**config.mk**
```make
export PLATFORM = sky130hd
export DESIGN_NAME = weight_lane_fifo
export DESIGN_NICKNAME = d
export VERILOG_FILES = /design/src/rtl/weight_fifo_pkg.sv /design/src/rtl/weight_lane_delay.sv /design/src/rtl/weight_lane_fifo.sv
export SDC_FILE = /design/constraint.sdc
export NUM_CORES = 1
export LEC_CHECK = 0
export CAP_MARGIN = 20
export CORE_UTILIZATION = 43
export CTS_BUF_LIST = sky130_fd_sc_hd__clkbuf_16
export CTS_CLUSTER_SIZE = 40
export DETAILED_ROUTE_END_ITERATION = 8
export PLACE_DENSITY = 0.63
export SLEW_MARGIN = 30
export SYNTH_ARGS = -nofsm -noshare
export SYNTH_HDL_FRONTEND = slang
export SYNTH_SLANG_ARGS = --single-unit
```
**constraint.sdc**
```tcl
create_clock -name clk -period 7.03 [get_ports clk]
set_input_delay 1.406 -clock clk [delete_from_list [all_inputs] [get_ports clk]]
set_output_delay 1.406 -clock clk [all_outputs]
set_load 0.005 [all_outputs]
```
**src/rtl/weight_fifo_pkg.sv**
```systemverilog
// Shared defaults and helpers for the multi-lane weight FIFO.
package weight_fifo_pkg;

  localparam int unsigned DefDataWidth = 8;
  localparam int unsigned DefLanes     = 4;
  localparam int unsigned DefDepth     = 8;

  // LSB position of a lane inside a packed row.
  function automatic int unsigned lane_lsb(int unsigned lane, int unsigned width);
    return lane * width;
  endfunction

  function automatic int unsigned ptr_width(int unsigned depth);
    return (depth > 1) ? $clog2(depth) : 1;
  endfunction

endpackage

```
**src/rtl/weight_lane_delay.sv**
```systemverilog
// Fixed-length {valid,data} shift chain with synchronous reset; STAGES=0 is a plain wire.
module weight_lane_delay #(
  parameter int unsigned DATA_WIDTH = 8,
  parameter int unsigned STAGES     = 1
) (
  input  logic                  clk,
  input  logic                  reset,
  input  logic                  in_valid,
  input  logic [DATA_WIDTH-1:0] in_data,
  output logic                  out_valid,
  output logic [DATA_WIDTH-1:0] out_data
);

  if (STAGES == 0) begin : g_wire
    logic unused_clk_rst;
    assign unused_clk_rst = clk ^ reset;
    assign out_valid      = in_valid;
    assign out_data       = in_data;
  end else begin : g_chain
    logic [DATA_WIDTH:0] chain_q [STAGES];

    always_ff @(posedge clk) begin
      if (reset) begin
        for (int i = 0; i < int'(STAGES); i++) chain_q[i] <= '0;
      end else begin
        chain_q[0] <= {in_valid, in_data};
        for (int i = 1; i < int'(STAGES); i++) chain_q[i] <= chain_q[i-1];
      end
    end

    assign {out_valid, out_data} = chain_q[STAGES-1];
  end

endmodule

```
**src/rtl/weight_lane_fifo.sv**
```systemverilog
// Multi-lane weight row FIFO with registered read, occupancy and handshake flags.
// Optional per-lane diagonal skew of the read side: WEIGHT_LANE_FIFO_SKEW_EN.
module weight_lane_fifo
  import weight_fifo_pkg::*;
#(
  parameter int unsigned DATA_WIDTH = DefDataWidth,
  parameter int unsigned LANES      = DefLanes,
  parameter int unsigned DEPTH      = DefDepth,
  localparam int unsigned CNT_W     = $clog2(DEPTH + 1)
) (
  input  logic                        clk,
  input  logic                        reset,
  input  logic                        wr_en,
  input  logic [LANES*DATA_WIDTH-1:0] wr_data,
  input  logic                        rd_en,
  output logic [LANES*DATA_WIDTH-1:0] rd_data,
  output logic [LANES-1:0]            rd_valid,
  output logic [CNT_W-1:0]            count,
  output logic                        full,
  output logic                        empty,
  output logic                        overflow,
  output logic                        underflow
);

  localparam int unsigned RowW = LANES * DATA_WIDTH;
  localparam int unsigned PtrW = ptr_width(DEPTH);

  logic [RowW-1:0]  mem_q [DEPTH];
  logic [PtrW-1:0]  wr_ptr_q, wr_ptr_d, rd_ptr_q, rd_ptr_d;
  logic [CNT_W-1:0] count_q, count_d;
  logic [RowW-1:0]  rd_data_q;
  logic             rd_valid_q, overflow_q, underflow_q;
  logic             push_ok, pop_ok;

  assign empty = (count_q == '0);
  assign full  = (count_q == CNT_W'(DEPTH));

  // A pop frees a slot in the same cycle, so a full FIFO still accepts a push alongside it.
  assign pop_ok  = rd_en && !empty;
  assign push_ok = wr_en && (!full || pop_ok);

  always_comb begin
    wr_ptr_d = wr_ptr_q;
    rd_ptr_d = rd_ptr_q;
    count_d  = count_q;
    if (push_ok) wr_ptr_d = (wr_ptr_q == PtrW'(DEPTH - 1)) ? '0 : wr_ptr_q + 1'b1;
    if (pop_ok)  rd_ptr_d = (rd_ptr_q == PtrW'(DEPTH - 1)) ? '0 : rd_ptr_q + 1'b1;
    case ({push_ok, pop_ok})
      2'b10:   count_d = count_q + 1'b1;
      2'b01:   count_d = count_q - 1'b1;
      default: count_d = count_q;
    endcase
  end

  always_ff @(posedge clk) begin
    if (reset) begin
      wr_ptr_q    <= '0;
      rd_ptr_q    <= '0;
      count_q     <= '0;
      rd_data_q   <= '0;
      rd_valid_q  <= 1'b0;
      overflow_q  <= 1'b0;
      underflow_q <= 1'b0;
    end else begin
      wr_ptr_q    <= wr_ptr_d;
      rd_ptr_q    <= rd_ptr_d;
      count_q     <= count_d;
      rd_valid_q  <= pop_ok;
      overflow_q  <= wr_en && !push_ok;
      underflow_q <= rd_en && !pop_ok;
      if (pop_ok) rd_data_q <= mem_q[rd_ptr_q];
    end
  end

  // Storage has no reset; rows are only ever read after being written.
  always_ff @(posedge clk) begin
    if (!reset && push_ok) mem_q[wr_ptr_q] <= wr_data;
  end

  assign count     = count_q;
  assign overflow  = overflow_q;
  assign underflow = underflow_q;

`ifdef WEIGHT_LANE_FIFO_SKEW_EN
  for (genvar i = 0; i < int'(LANES); i++) begin : g_skew
    weight_lane_delay #(
      .DATA_WIDTH(DATA_WIDTH),
      .STAGES    (i)
    ) u_delay (
      .clk      (clk),
      .reset    (reset),
      .in_valid (rd_valid_q),
      .in_data  (rd_data_q[lane_lsb(i, DATA_WIDTH) +: DATA_WIDTH]),
      .out_valid(rd_valid[i]),
      .out_data (rd_data[lane_lsb(i, DATA_WIDTH) +: DATA_WIDTH])
    );
  end
`else
  assign rd_data  = rd_data_q;
  assign rd_valid = {LANES{rd_valid_q}};
`endif

endmodule
```
Word-level counts from Yosys, hierarchy flattened
Memory sizes are Yosys's and may differ from the RTL's. A register that Yosys moved wholly into a read port is not among the register bits.
Index checks and enable logic that the tools add are counted.
{"block": "totals", "memories": 1, "ram_bits": 256, "reg_bits": 13, "wordCells": 34, "in_bits": 36}
{"name": "mem_q", "words": 8, "word_bits": 32, "rd": 1, "rd_clocked_by_memory_dff": 1, "write_ports": 1, "line": "weight_lane_fifo.sv:28", "text": "logic [RowW-1:0] mem_q [DEPTH];"}
{"block": "classes", "add_sub_neg": 4, "reduce_logical": 13, "muxes": 5, "eq_ne": 5}
{"cell": "$pmux W4 S2", "n": 1}
{"cell": "$add A3 B1 Y3 const B", "n": 2}
{"cell": "$eq A3 B3 Y1 const B", "n": 2}
{"cell": "$mux W3", "n": 2}
{"cell": "$logic_and A1 B1 Y1", "n": 5}
{"cell": "$logic_not A1 Y1", "n": 5}
{"cell": "$add A4 B1 Y4 const B", "n": 1}
{"cell": "$eq A4 B4 Y1 const B", "n": 1}
{"cell": "$logic_not A4 Y1", "n": 1}
{"cell": "$sub A4 B1 Y4 const B", "n": 1}
{"cell": "$eq A2 B1 Y1 const B", "n": 1}
{"cell": "$eq A2 B2 Y1 const B", "n": 1}
{"cell": "$mux W1", "n": 2}
{"cell": "$reduce_bool A2 Y1", "n": 1}
{"cell": "$logic_or A1 B1 Y1", "n": 1}

Longest topological paths before layout
{"block": "depth", "word_depth": 8, "depth_mapped": 10}

Least setup slack after synthesis
Ideal clock, no wire load.
{"block": "synth_timing", "path_type": "input-to-reg", "startpoint": "input port wr_en", "endpoint": "memory mem_q[1][0] (netlist bit), enable pin", "n_path_buf": 1, "cell_stages": 3, "t_arrival_ps": 4824, "path_slack_ps": 1705, "setup_ps": 501, "required_ps": 6529, "cell_sequence": "buf_2 > o21ai_4 > nor4_1"}
{"block": "synth_between", "elab_chain_cells": 4}
{"item": "start: declaration", "line": "weight_lane_fifo.sv:13", "text": "input logic wr_en,"}
{"item": "$logic_and A1 B1 Y1", "line": "weight_lane_fifo.sv:40", "text": "assign push_ok = wr_en && (!full || pop_ok);"}
{"item": "$logic_and A1 B1 Y1", "line": "weight_lane_fifo.sv:77", "text": "if (!reset && push_ok) mem_q[wr_ptr_q] <= wr_data;"}
{"item": "$mux W1", "line": "weight_lane_fifo.sv:77"}
{"item": "$mux W1 (implied by the code)", "line": "weight_lane_fifo.sv:77"}
{"item": "end: declaration", "line": "weight_lane_fifo.sv:28"}
No other way between the ends.

Worst setup path in the final report
{"block": "layout_timing", "startpoint": "register count_q[3] (netlist: count[3])", "endpoint": "output port full"}
{"block": "layout_between", "elab_chain_cells": 1}
{"item": "start: declaration", "line": "weight_lane_fifo.sv:30", "text": "logic [CNT_W-1:0] count_q, count_d;"}
{"item": "start signal: assignment", "line": "weight_lane_fifo.sv:67", "text": "count_q <= count_d;"}
{"item": "$eq A4 B4 Y1", "line": "weight_lane_fifo.sv:36", "text": "assign full = (count_q == CNT_W'(DEPTH));"}
{"item": "end: declaration", "line": "weight_lane_fifo.sv:19", "text": "output logic full,"}
No other way between the ends.

==> impl_metrics.yaml <==
status:
  status: "completed"
clock_tree:
  clk_pin_slew_ps: 60
  cts_made_buffers: 30
  hold_buffers: 0
  clockRootBuffer: "clkbuf_16"
  clk_latency_ps: 540
  clk_path_buf_depth: 3
  numClockSinks: 301
  cts_resized: 0
  cts-htree-levels: 1
  cts_tree: "built"
  cts_setup_buffers: 0
timing:
  drv_slew: 0
  tns_ps: 0
  fmax_ghz: 0.2769
  min_period_over_period_pct: 51.38
  finalSetupViolations: 0
  hold_viol_final: 0
  rsz0062_at_grt: "false"
  fin_skew_ps: 11.27
  max_slew_margin_pct: 37.61
  period_minus_slack_ps: 3612
  tightest_slew_ps: 923.8
critical_path:
  crit_chain: "or4b_4 > inv_1 > clkdlybuf4s50_1"
  criticalPathCategory: "reg2out"
  slowest_delay_ps: 560
  required_ps: 5620
  end_kind: "primary output"
  path_buf_inv: 2
  crit_family: "buffers and inverters"
  path_max_fanout: 9
  start_kind: "flip-flop"
  cp.arrival_ps: 2210
  worst_path_max_delay_cell: "or4b_4"
cells_and_area:
  num-nets-final: 703
  area_delta_synth_final_pct: 18.21
  final-instance-count-excl-fill: 1019
  finish.instance_area_um2: 13400
  n_antenna_cell: 0
  drive_gt1_share_pct: 21.05
synth:
  synth_top_cell_by_area: "edfxtp_1"
  syn_inst: 574
  synth_area_per_cell_um2: 19.75
  yosysSeqAreaShare_pct: 75.74
  yosysWarnings: 0
  synth-seq-cells: 301
  synth_cell_types: 41
  synthTopCellsByCount: "edfxtp_1 (256), mux4_2 (64), dfxtp_1 (45)"
  syn_nets: 617
  ys.flop_type: "edfxtp_1"
  synth-edff-count: 256
  synth_area_leaders: "edfxtp_1 (68%), mux4_2 (13%), dfxtp_1 (7.9%)"
  netlist_area_um2: 11340
  synth_most_common_cell: "edfxtp_1"
  yosysTopAreaCellShare_pct: 67.80
  async_reset_ff_share_pct: 0
power:
  p_per_area_nw_per_um2: 343.0
  pwr-share-comb_pct: 21.2
  clkPwrFrac_pct: 31.2
  ir_drop_mv: 0.2516
  power_uw: 4597
  p_int_uw: 3374
  cellLeakagePower_uw: 0.004230
  power_switching_uw: 1223
  netSwitchingFraction_pct: 26.60
  pwr-share-seq_pct: 47.6
place:
  dp_hpwl_um: 12440
  place_area_um2: 12500
  io_buffers: 79
  placed_cells: 963
  routabilityCongestion: 0.7987
floorplanning:
  io_pins: 80
  initial_core_util_pct: 43.63
  dieArea_um2: 27020
  die_w_um: 164.4
  coreArea_um2: 25980
  num_rows: 59
  fp.dieH_um: 164.4
grt:
  antenna_found_initial: 0
  grt_pass1_vias: 6043
  grt_max_degree: 67
  grt-ovfl-total: 0
  grt_pass1_wl_um: 35010
  grt.total_usage_pct: 17.29
drt:
  drc: 0
  ant_nets: 0
  dr_total_vias: 5666
  dr.pass1.iters: 5
  drt_iter0_markers: 567
  viasPerCell: 5.560
  wl_per_cell_um: 22.06
  wl_um: 22480
run:
  maxCapViolCount: 0
min_path:
  holdCritPathClass: "reg2reg"
[power groups by stage]
| stage | Clock [uW] | Combinational (uW) | Sequential [uW] |
|---|---|---|---|
| 2_1_floorplan | 0 | 692 | 2160 |
| 3_3_place_gp | 0 | 970 | 2220 |
| 3_5_place_dp | 0 | 988 | 2230 |
| 4_1_cts | 1460 | 993 | 2190 |
| 5_1_grt | 1540 | 1070 | 2210 |
| 6_report | 1430 | 975 | 2190 |
[cells in the final DEF (no fill, tap or decap), types with 2 or more instances in the layout]
master           Yosys  final
clkinv_1             0     12
nor3_2               8     10
nor3_4               0      2
buf_16               0      2
o22ai_1             32     32
nand3b_1             3      3
mux2i_1              2      2
mux4_2              64     64
nand2_1              5      5
edfxtp_1           256    256
inv_1                4      8
nor4_2               0      2
nor2_1              41     39
clkbuf_16            0     31
a21oi_1              7      7
nor3_1              31     27
nand3_1              2      2
clkinv_2             0      7
buf_4                9     10
a211oi_1             2      2
xnor2_1              3      3
ha_1                 6      6
nand2b_1             4      4
clkdlybuf4s50_1      0     78
dfxtp_1             45     43
nor2_4               0      2
[path summary, 6_finish.rpt]
check | depth (start not counted) | start | slack, ps | to
max | 3 | count[3] | 3420 | full
min | 2 | rd_data[8] | 490 | rd_data[8]
max reg2reg | 8 | count[3] | 4450 | count[3]
min reg2reg | 2 | rd_data[8] | 490 | rd_data[8]
[sequential cells by signal, summed over array words and instances, names as in the netlist]
signal and flops:
rd_valid_q 1, wr_ptr_q 3, mem_q 256, rd_data 32, underflow 1, rd_ptr_q 3
count 4, overflow 1
[routing by layer]
metal | vias up | GRT usage (%) | share of wire, %
met1 | 2925 | 23.08 | 42
met5 | - | 0 | 0
met4 | 0 | 4.754 | 1.7
met2 | 198 | 29.57 | 51
li1 | 2510 | - | -
met3 | 33 | 2.662 | 6.0
[layout make-up]
type	count	area, um2
Tap cell	335	419.2
Sequential cell	301	8593
Multi-Input combinational cell	231	2554
Inverter	4	15.01
Clock inverter	25	118.9
Fill cell	2067	12580
Timing Repair Buffer	92	927.1
Clock buffer	31	775.7
[worst register-to-register path: stages, from the launching register on]
cell	delay (ps)
dfxtp_1	410
o41a_4	780
nand2b_1	210
inv_1	80
ha_1	320
a21oi_1	220
and2_1	190
o221ai_1	130
a31oi_1	170
[through the flow]
| step | worst slack, ps | hold WS (ps) | utilization, % |
|---|---|---|---|
| after floorplan | 1705 | 484.1 | - |
| after global placement | 2702 | 478.2 | 47.83 |
| after detailed placement | 2656 | 482.4 | 48.10 |
| after CTS | 3222 | 494.7 | 51.55 |
| after global routing | 3300 | 504.5 | 51.58 |
| final | 3418 | 492.2 | 51.58 |
[cells by family (layout without fill, tap and decap cells)]
kind of cell / after synthesis / count (layout) / share of synthesized area [%]
muxes: 66 / 66 / 12.89
AOI/OAI and AO/OA: 49 / 49 / 2.924
adders and majority gates: 7 / 7 / 0.8387
DFF: 301 / 301 / 75.74
and+or+nand+nor: 106 / 106 / 5.021
buffers and inverters: 42 / 152 / 2.350
xor gates and xnor gates: 3 / 3 / 0.2318
Power figures use the tool's default switching activity.
